<file path="config.mk">
export PLATFORM = sky130hd
export DESIGN_NAME = stream_mux_rr
export DESIGN_NICKNAME = d
export VERILOG_FILES = /design/src/rtl/stream_mux_pkg.sv /design/src/rtl/rr_arbiter.sv /design/src/rtl/stream_mux_rr.sv
export SDC_FILE = /design/constraint.sdc
export NUM_CORES = 1
export LEC_CHECK = 0
export CAP_MARGIN = 20
export CORE_AREA = 2 2 55 57
export DETAILED_ROUTE_END_ITERATION = 10
export DIE_AREA = 0 0 57 59
export PLACE_DENSITY = 0.81
export SLEW_MARGIN = 10
export SYNTH_ARGS = -nofsm -noshare
export SYNTH_HDL_FRONTEND = slang
export SYNTH_SLANG_ARGS = --single-unit
</file>
<file path="constraint.sdc">
create_clock -name clk -period 5.8 [get_ports clk]
set_input_delay 0.58 -clock clk [delete_from_list [all_inputs] [get_ports clk]]
set_output_delay 0.58 -clock clk [all_outputs]
set_load 0.01 [all_outputs]
</file>
<file path="src/rtl/stream_mux_pkg.sv">
// Shared constants and helpers for the round-robin stream multiplexer.
package stream_mux_pkg;

    localparam logic MODE_SEL = 1'b0;
    localparam logic MODE_RR  = 1'b1;

    function automatic int clog2_min1(input int n);
        return (n <= 2) ? 1 : $clog2(n);
    endfunction

endpackage

</file>
<file path="src/rtl/rr_arbiter.sv">
// Combinational round-robin arbiter: rotate requests so the slot after ptr
// sits at bit 0, pick the lowest set bit, then rotate the index back.
module rr_arbiter
    import stream_mux_pkg::*;
#(
    parameter int N     = 4,
    parameter int SEL_W = clog2_min1(N)
) (
    input  logic [N-1:0]     req,
    input  logic [SEL_W-1:0] ptr,
    output logic [N-1:0]     grant,
    output logic [SEL_W-1:0] gnt_idx,
    output logic             any
);

    localparam int W = SEL_W + 1;

    logic [W-1:0] start;
    logic [N-1:0] rot;
    logic [W-1:0] off;
    logic [W-1:0] sum;
    logic [W-1:0] idx;

    assign start = ({1'b0, ptr} >= W'(N - 1)) ? '0 : {1'b0, ptr} + W'(1);
    assign rot   = N'({req, req} >> start);

    always_comb begin
        off = '0;
        for (int i = N - 1; i >= 0; i--) begin
            if (rot[i]) off = W'(i);
        end
    end

    // start and off are both below N, so one conditional subtract wraps
    assign sum     = start + off;
    assign idx     = (sum >= W'(N)) ? sum - W'(N) : sum;
    assign any     = |req;
    assign gnt_idx = idx[SEL_W-1:0];
    assign grant   = any ? (N'(1) << gnt_idx) : '0;

endmodule

</file>
<file path="src/rtl/stream_mux_rr.sv">
// N:1 valid/ready stream multiplexer with fixed-select or round-robin
// arbitration and a registered output stage reporting the source channel.
module stream_mux_rr
    import stream_mux_pkg::*;
#(
    parameter int NUM_IN = 4,
    parameter int DATA_W = 8,
    parameter int SEL_W  = clog2_min1(NUM_IN)
) (
    input  logic                     clk,
    input  logic                     rst,
    input  logic                     mode,
    input  logic [SEL_W-1:0]         sel,
    input  logic [NUM_IN-1:0]        in_valid,
    input  logic [NUM_IN*DATA_W-1:0] in_data,
    output logic [NUM_IN-1:0]        in_ready,
    output logic                     out_valid,
    output logic [DATA_W-1:0]        out_data,
    output logic [SEL_W-1:0]         out_src,
    input  logic                     out_ready
);

    logic [SEL_W-1:0]  ptr_q, ptr_d;
    logic              out_valid_q, out_valid_d;
    logic [DATA_W-1:0] out_data_q, out_data_d;
    logic [SEL_W-1:0]  out_src_q, out_src_d;

    logic [NUM_IN-1:0] rr_grant;
    logic [SEL_W-1:0]  rr_idx;
    logic              rr_any;
    logic [NUM_IN-1:0] fix_grant;
    logic [NUM_IN-1:0] grant;
    logic [SEL_W-1:0]  gnt_idx;
    logic              any;
    logic              load;
    logic [DATA_W-1:0] data_sel;

    rr_arbiter #(
        .N     (NUM_IN),
        .SEL_W (SEL_W)
    ) u_arb (
        .req     (in_valid),
        .ptr     (ptr_q),
        .grant   (rr_grant),
        .gnt_idx (rr_idx),
        .any     (rr_any)
    );

    // an out-of-range sel matches no channel and so grants nothing
    always_comb begin
        fix_grant = '0;
        for (int i = 0; i < NUM_IN; i++) begin
            if (sel == SEL_W'(i)) fix_grant[i] = in_valid[i];
        end
    end

    always_comb begin
        grant   = fix_grant;
        gnt_idx = sel;
        any     = |fix_grant;
        if (mode == MODE_RR) begin
            grant   = rr_grant;
            gnt_idx = rr_idx;
            any     = rr_any;
        end
    end

    always_comb begin
        data_sel = '0;
        for (int i = 0; i < NUM_IN; i++) begin
            if (grant[i]) data_sel = in_data[i*DATA_W +: DATA_W];
        end
    end

    assign load     = !out_valid_q || out_ready;
    assign in_ready = (load && !rst) ? grant : '0;

    always_comb begin
        ptr_d       = ptr_q;
        out_valid_d = out_valid_q;
        out_data_d  = out_data_q;
        out_src_d   = out_src_q;
        if (load) begin
            out_valid_d = any;
            if (any) begin
                out_data_d = data_sel;
                out_src_d  = gnt_idx;
                ptr_d      = gnt_idx;
            end
        end
    end

    always_ff @(posedge clk) begin
        if (rst) begin
            ptr_q       <= SEL_W'(NUM_IN - 1);
            out_valid_q <= 1'b0;
            out_data_q  <= '0;
            out_src_q   <= '0;
        end else begin
            ptr_q       <= ptr_d;
            out_valid_q <= out_valid_d;
            out_data_q  <= out_data_d;
            out_src_q   <= out_src_d;
        end
    end

    assign out_valid = out_valid_q;
    assign out_data  = out_data_q;
    assign out_src   = out_src_q;

endmodule

</file>
Yosys cells after proc, flatten, opt, wreduce, memory -nomap -nowiden:

Cells that the tools add are included.

* shift operators: 2
* mux-type cells: 19
* magnitude comparators: 2
* $add $sub $neg: 3
* equality and inequality tests: 3
* reduce and logical (&&, ||, !) cells: 8

Operators with widths (number)
* two-way mux 8 bit: 4
* two-way mux 2 bit: 6
* two-way mux 4 bit: 3
* OR reduction 4 bit: 2
* right shift 8 x 3 -> 4 bit: 1
* two-way mux 1 bit: 5
* equality test 2 bit (second input constant): 2
* << shifter 1 x 2 -> 4 bit (first input constant): 1
* adder 2 x 1 -> 3 bit (second input constant): 1
* adder 3 x 2 -> 3 bit: 1
* >= comparator 3 bit (second input constant): 1
* two-way mux 3 bit: 1
* equality test 2 x 1 -> 1 bit (second input constant): 1
* >= comparator 2 bit (second input constant): 1
* zero test 1 bit: 2
* zero test 2 bit: 1
* AND reduction 2 bit: 1
* subtractor 2 x 1 -> 2 bit (second input constant): 1
* logical AND 1 bit: 1
* logical OR 1 bit: 1

* logic and storage cells: 41
* register bits: 13
* input bits: 42

Longest topological paths before layout:

Gate-level depths: netlist of run 1.

* depth after elaboration: 17
* mapped depth: 9
* mapped depth without buffers: 7

Modules after synthesis:

A second synthesis of run 1 with hierarchy kept.

* cells, all modules: 147
* area total of the unflattened synthesis: 1162.4 um^2

By module, submodules not included
* stream_mux_rr: instances 1, cells each 111, area each 910.9 um^2
* rr_arbiter: instances 1, cells each 36, area each 251.5 um^2

Least setup slack after synthesis of run 1:

No wires, ideal clock.

* path kind: register -> output
* start point: register ptr_q[0]
* end point: output in_ready[1]
* cell stages (with the launch flop): 9
* data arrival time: 1.891 ns
* path slack: 3.329 ns
* path buffers: 1
* path through: dfxtp_1 -> ha_1 -> buf_2 -> and2_1 -> o311a_1 -> o21ai_1 -> inv_1 -> a21oi_1 -> nor2_1

* longest elaborated chain between the ends: 14

Ends and longest elaborated chain
* from (decl): RTL line stream_mux_rr.sv:23 `logic [SEL_W-1:0] ptr_q, ptr_d;`
* from (signal assigned): RTL line stream_mux_rr.sv:95 `ptr_q <= SEL_W'(NUM_IN - 1);`
* from (signal assigned): RTL line stream_mux_rr.sv:100 `ptr_q <= ptr_d;`
* adder 2 x 1 -> 3 bit / >= comparator 2 bit (equally long branches): RTL line rr_arbiter.sv:24 `assign start = ({1'b0, ptr} >= W'(N - 1)) ? '0 : {1'b0, ptr} + W'(1);`
* two-way mux 3 bit *: RTL line rr_arbiter.sv:24
* right shift 8 x 3 -> 4 bit: RTL line rr_arbiter.sv:25 `assign rot = N'({req, req} >> start);`
* two-way mux 2 bit (4 in series): RTL line rr_arbiter.sv:30 `if (rot[i]) off = W'(i);`
* adder 3 x 2 -> 3 bit *: RTL line rr_arbiter.sv:35 `assign sum = start + off;`
* >= comparator 3 bit / subtractor 2 x 1 -> 2 bit (equally long branches): RTL line rr_arbiter.sv:36 `assign idx = (sum >= W'(N)) ? sum - W'(N) : sum;`
* two-way mux 2 bit *: RTL line rr_arbiter.sv:36
* << shifter 1 x 2 -> 4 bit *: RTL line rr_arbiter.sv:39 `assign grant = any ? (N'(1) << gnt_idx) : '0;`
* two-way mux 4 bit *: RTL line rr_arbiter.sv:39
* two-way mux 4 bit *: RTL line stream_mux_rr.sv:61 `if (mode == MODE_RR) begin`
* two-way mux 4 bit *: RTL line stream_mux_rr.sv:76 `assign in_ready = (load && !rst) ? grant : '0;`
* to (decl): RTL line stream_mux_rr.sv:16 `output logic [NUM_IN-1:0] in_ready,`

Mark *: on every way between the ends. The rest lies on a longest branch, timed or not.

Worst setup path after layout of run 1:

* start point: input in_valid[0]
* end point: output in_ready[2]

* longest elaborated chain between the ends: 12

Ends and longest elaborated chain
* from (decl): RTL line stream_mux_rr.sv:14 `input logic [NUM_IN-1:0] in_valid,`
* right shift 8 x 3 -> 4 bit: RTL line rr_arbiter.sv:25
* two-way mux 2 bit (4 in series): RTL line rr_arbiter.sv:30
* adder 3 x 2 -> 3 bit: RTL line rr_arbiter.sv:35
* >= comparator 3 bit / subtractor 2 x 1 -> 2 bit (equally long branches): RTL line rr_arbiter.sv:36
* two-way mux 2 bit: RTL line rr_arbiter.sv:36
* << shifter 1 x 2 -> 4 bit: RTL line rr_arbiter.sv:39
* two-way mux 4 bit *: RTL line rr_arbiter.sv:39
* two-way mux 4 bit *: RTL line stream_mux_rr.sv:61
* two-way mux 4 bit *: RTL line stream_mux_rr.sv:76

Marks and branches as above.

==> results.md, run 1 <==
* Max_cap viols at 0
* Number of flops mapped to enable cells by yosys at 0
* Worst skew pair latency at between 0.2 and 0.3 ns
* Router iterations before antenna repair at 4
* Rows at 19
* Synth Register Bits at 13
* Sum of negative setup slack at 0 ns
* Final nets at ~260
* Clk buf depth at 2
* CTS root buf: clkbuf_4
* Hold Fails Final Rpt at 0
* Kind of end point of the critical path: primary output
* Met2 WL at around 1.7 mm
* Count of final max-slew check failures at 0
* # Post-CTS Setup Buffers at 0
* Routed met3 length at ~260 um
* Gr usage total at between 20% and 30%
* Routed vias at 1468
* Ys async rst share at 0%
* CTS tree: done
* Share of cells above drive strength 1 at 4.55%
* Congestion Overflow GR at 0
* Worst-path clk slew at 0.07 ns
* Max Clock Freq at about 270 MHz
* Initial DRC count at 62
* Htree depth at 1
* Power Dens Cells at 184 nW/um^2
* Post-Route WL at about 3.6 mm
* ANT cells at 0
* Worst clock skew at 0.00260 ns
* Initial Util at 43.5%
* Vert. Die Dim at about 60 um
* RSZ-0062 raised after global routing: false
* Buffers added on ports at 56
* Hold Worst Slack at 0.502 ns
* Placed wire-length estimate at 2.96 mm
* Warnings, synthesis at 0
* Post-synthesis sequential area ratio at about 22%
* ANT nets after route at 0
* Relative max-transition margin at 32.2%
* Core area at ~2700 um^2
* TritonCTS Sinks at 13
* Top-Level Pins at 57
* Final Setup Violations at 0
* Die span in x at about 57 um
* Inserted Clock Buffers at 3
* Largest net degree at the start of global routing at 20
* Worst Hold Class: reg -> reg
* Final Critical Period at approximately 3.7 ns
* Overall power at roughly 330 uW
* Synth unique cells at 35
* VDD IR max at between 200 and 250 uV
* Slew @ Worst Pin at between 1 and 1.5 ns
* Antenna violations before repair at 0
* Arrival time worst endpoint at slightly above 3 ns
* Gates resized, CTS repair at 0
* Setup CP Type: in -> out
* LEAKAGE at between 0.0006 and 0.0007 uW
* WL per Instance at 14.5 um
* Area growth, synth to finish at 50.4%
* Main synth FF type: dfxtp_1
* Startpoint Class: primary input
* Fin util at 65.5%
* Commonest cells after routing, fill and taps aside: clkdlybuf4s50_1 (56), nand2_1 (29), nor2_1 (18)
* Max layer used: met4
* GP Congestion at 0.875
* First-pass GRT wire length at 5.78 mm
* CP max FO at 19
* Critical Path RT at about 5.2 ns
* Wl on met1 at roughly 1.7 mm
* Hold buffer count at cts at 0
* Vias in the first global route at around 1300
* Mapped Nets at between 200 and 250
* DRC at 0
* Mapped Cells at ~170
* Die area at 3360 um^2
* Post-Synthesis Mean Instance Area at roughly 7.1 um^2
* Most common library cell in the layout ignoring fill and taps: clkdlybuf4s50_1
* Status: finished clean
* Via density at around 6
* Period Utilization, post-route at between 60% and 70%
* Syn Std Cell Area at roughly 1200 um^2
## final timing paths
path | from | endpoint | slack (ns) | depth (start not counted)
max | in_valid[0] | in_ready[2] | 2.12 | 7
min | out_data[7] | out_data[7] | 0.50 | 2
max reg2reg | ptr_q[0] | out_data[2] | 3.20 | 7
min reg2reg | out_data[7] | out_data[7] | 0.50 | 2
## per-layer routing
metal	vias to the layer above	GRT usage (%)
li1	738	-
met1	664	29.1
met2	62	35.6
met3	4	2.84
met4	0	4.98
met5	-	0
## per-stage QoR
| stage | instance area, um^2 | instances | setup slack, ns |
|---|---|---|---|
| 3_3_place_gp | 1750 | 247 | 2.22 |
| 4_1_cts | 1770 | 251 | 2.15 |
| 6_report | 1770 | 251 | 2.12 |
| 3_5_place_dp | 1750 | 247 | 2.14 |
| 5_1_grt | 1770 | 251 | 1.96 |
| 2_1_floorplan | 1180 | 167 | 3.33 |
## cell type report
cell class / count / area (um^2)
timing repair buffer: 57 / 568
sequential: 13 / 260
tap: 31 / 38.8
multi-input combinational: 143 / 870
clock buffer: 4 / 26.3
fill: 246 / 936
inverter: 3 / 11.3
## Yosys cell counts (all sizes together) (2+ instances only)
library cell | n | area share [%]
buf | 2 | 1.4
clkbuf | 6 | 1.9
and2 | 2 | 1.1
o21ai | 16 | 8.1
o311a | 2 | 1.7
a21oi | 15 | 6.4
o311ai | 10 | 8.1
inv | 3 | 0.95
nand3b | 9 | 5.7
dfxtp | 13 | 22
a311oi | 8 | 5.9
nand2b | 6 | 3.2
o21bai | 2 | 1.3
a22o | 8 | 5.9
nand2 | 29 | 9.2
nor3 | 5 | 2.1
nor2 | 18 | 5.7
or2 | 3 | 1.8
## kinds of logic after synthesis
kind of cell	count (synthesis)	synth area share (%)
muxes	1	0.848
and+or+nand+nor	75	30.3
DFF	13	22.1
adders and majority gates	1	1.06
AOI/OAI and AO/OA	66	41.5
buffers and inverters	11	4.24
## power breakdown
part | internal (uW) | switching (uW) | total (uW)
sequential | 100 | 6.59 | 107
clock | 26.6 | 27.1 | 53.8
combinational | 84.4 | 82.1 | 166
total | 211 | 116 | 327
## critical path: stages
cell	delay, ns
clkdlybuf4s50_1	0.63
mux2i_1	0.13
o21ai_2	0.47
nor2_1	0.17
o22ai_2	0.36
nor2b_1	0.19
clkdlybuf4s50_1	0.55
## flip-flops by register name, indices dropped and copies added, names as in the netlist
name	count
out_data	8
out_src	2
out_valid	1
ptr_q	2
(Power assumes the default switching activity.)
==> run 2, diff against run 1 <==
--- a/config.mk
+++ b/config.mk
@@ -6,10 +6,10 @@
 export NUM_CORES = 1
 export LEC_CHECK = 0
 export CAP_MARGIN = 20
-export CORE_AREA = 2 2 55 57
+export CORE_AREA = 2 2 57 59
 export DETAILED_ROUTE_END_ITERATION = 10
-export DIE_AREA = 0 0 57 59
-export PLACE_DENSITY = 0.81
+export DIE_AREA = 0 0 59 61
+export PLACE_DENSITY = 0.76
 export SLEW_MARGIN = 10
 export SYNTH_ARGS = -nofsm -noshare
 export SYNTH_HDL_FRONTEND = slang
==> constraint.sdc (replaced) <==
create_clock -name clk -period 3.4 [get_ports clk]
set_input_delay 0.34 -clock clk [delete_from_list [all_inputs] [get_ports clk]]
set_output_delay 0.34 -clock clk [all_outputs]
set_load 0.01 [all_outputs]
==> run 2 against run 1 <==
Against the previous run:
- core utilization shrank 3.1 points
- worst setup slack got worse by 1.9 ns
- combinational power increased by 80%
- first-iteration DRC count fell by 1.6%
- critical path type is now reg -> out
- critical endpoint unchanged
- highest routed layer unchanged
==> results.md, run 2 (synthesis results as in run 1) <==
* Status: finished clean (unchanged)
* Worst r2r path cells at 7 (unchanged)
* ANT nets after route at 0 (unchanged)
* Count of final max-slew check failures at 0 (unchanged)
* Worst-path clk slew at 0.07 ns (about the same)
* ANT cells at 0 (unchanged)
* R2R setup slack at 1.00 ns (was 3.20 ns)
* # Post-CTS Setup Buffers at 0 (unchanged)
* CP max FO at 9 (was 19)
* Critical Path RT at 3.06 ns (was 5.22 ns)
* Share of cells above drive strength 1 at 7.52% (was 4.55%)
* R2R Path Start: ptr_q[0] (unchanged)
* Die area at 3600 um^2 (was 3360 um^2)
* Max FFs per register at 8 (unchanged)
* Worst Hold Class: reg -> reg (unchanged)
* Max Clock Freq at between 300 and 400 MHz
* Largest net degree at the start of global routing at 19 (was 20)
* Final nets at 270 (was 264)
* DRC at 0 (unchanged)
* Gr usage total at 21.6% (was 21.2%)
* Buffers added on ports at 56 (unchanged)
* Core area at 2950 um^2 (was 2710 um^2)
* Final worst slack at 0.263 ns (was 2.12 ns)
* CTS root buf: clkbuf_4 (unchanged)
* WL per Instance at 14.1 um (was 14.5 um)
* Inserted Clock Buffers at 3 (unchanged)
* Congestion Overflow GR at 0 (unchanged)
* Period Utilization, post-route at between 90% and 100%
* Clk buf depth at 2 (unchanged)
* Worst skew pair latency at 0.27 ns (about the same)
* Post-Route WL at 3.66 mm (was 3.64 mm)
* Rows at 20 (was 19)
* Vert. Die Dim at 61 um (was 59 um)
* Router iterations before antenna repair at 6 (was 4)
* Arrival time worst endpoint at 2.80 ns (was 3.10 ns)
* Area growth, synth to finish at 56.0% (was 50.4%)
* Die span in x at 59 um (was 57 um)
* Placed wire-length estimate at 2.99 mm (was 2.96 mm)
* Startpoint Class: flip-flop (was primary input)
* Max_cap viols at 0 (unchanged)
* Final Critical Period at about 3.1 ns
* Worst hold start: out_src[1] (was out_data[7])
* Initial Util at 40.0% (was 43.5%)
* TritonCTS Sinks at 13 (unchanged)
* Power Dens Cells at 310 nW/um^2 (was 184 nW/um^2)
* First-pass GRT wire length at 6.00 mm (was 5.78 mm)
* Setup WS pre-CTS at 0.229 ns (was 2.14 ns)
* Via density at 5.69 (was 5.85)
* Hold Fails Final Rpt at 0 (unchanged)
* Initial DRC count at 61 (was 62)
* Relative max-transition margin at 60.1% (was 32.2%)
* Most common library cell in the layout ignoring fill and taps: clkdlybuf4s50_1 (unchanged)
* Htree depth at 1 (unchanged)
* Setup CP Type: reg -> out (was in -> out)
* Worst Hold End: out_src[1] (was out_data[7])
* Vias in the first global route at 1349 (was 1279)
* Slew @ Worst Pin at 0.597 ns (was 1.01 ns)
* Antenna violations before repair at 0 (unchanged)
* RSZ-0062 raised after global routing: false (unchanged)
* Top-Level Pins at 57 (unchanged)
* Commonest cells after routing, fill and taps aside: clkdlybuf4s50_1 (56), nand2_1 (29), nor2_1 (18) (unchanged)
* VDD IR max at 119 uV (was 212 uV)
* Sum of negative setup slack at 0 ns (unchanged)
* Worst r2r dst: out_data[0] (was out_data[2])
* LEAKAGE at 0.000685 uW (was 0.000652 uW)
* GP Congestion at 0.822 (was 0.875)
* Final Setup Violations at 0 (unchanged)
* CTS tree: done (unchanged)
* Hold path depth at 2 (unchanged)
* Routed vias at 1473 (was 1468)
* Kind of end point of the critical path: primary output (unchanged)
* Worst clock skew at 0.000830 ns (was 0.00260 ns)
-- run 2: worst max path at each step --
stage           startpoint           to  slack [ns]  cells after the start
5_1_grt           ptr_q[0]  in_ready[2]        0.01                      7
3_3_place_gp   in_valid[2]  in_ready[2]        0.31                      7
4_1_cts           ptr_q[0]  in_ready[2]        0.09                      7
2_1_floorplan     ptr_q[0]  in_ready[1]        1.17                      8
3_5_place_dp   in_valid[2]  in_ready[2]        0.23                      7
6_report          ptr_q[0]  in_ready[2]        0.26                      7
-- run 2: per-layer routing --
metal	GRT usage, %	vias to the layer above	wire length (um)
li1	-	751	-
met1	29.2	656	1680
met2	35.7	58	1700
met3	1.71	8	202
met4	8.77	0	72
met5	0	-	0
-- run 2: report_power, final --
part	total, uW	switching (uW)	leakage (uW)	internal [uW]
sequential	181	10.5	0.000108	171
combinational	298	145	0.000562	153
clock	92.0	46.6	0.0000150	45.4
-- run 2: repair_timing --
item | in CTS | in global routing
resized for setup | 0 | 2
hold endpoints to repair | 0 | 0
endpoints found under the setup margin | 0 | 1
hold buffers | 0 | 0
-- run 2: critical path, stage by stage (launching register included) --
cell             delay [ns]
dfxtp_1                0.36
ha_1                   0.42
and2_1                 0.19
o311ai_1               0.30
nand2_1                0.22
o22ai_4                0.29
nor2b_1                0.20
clkdlybuf4s50_1        0.55
-- run 2: stage by stage --
step | utilization [%] | hold slack, ns | total power [uW] | instance area (um^2) | instances
2_1_floorplan | - | 0.412 | 344 | 1180 | 167
3_3_place_gp | 60.8 | 0.477 | 469 | 1800 | 255
3_5_place_dp | 60.8 | 0.489 | 476 | 1800 | 255
4_1_cts | 61.7 | 0.500 | 568 | 1820 | 259
5_1_grt | 62.3 | 0.535 | 614 | 1840 | 259
6_report | 62.3 | 0.494 | 571 | 1840 | 259
-- run 2: final cells by class --
| class | instances | area [um^2] |
|---|---|---|
| flip-flops and latches | 13 | 260 |
| multi-input cells | 143 | 888 |
| well taps | 33 | 41.3 |
| inverters | 3 | 11.3 |
| fillers | 279 | 1110 |
| clock buffers | 4 | 26.3 |
| repair buffers | 63 | 613 |
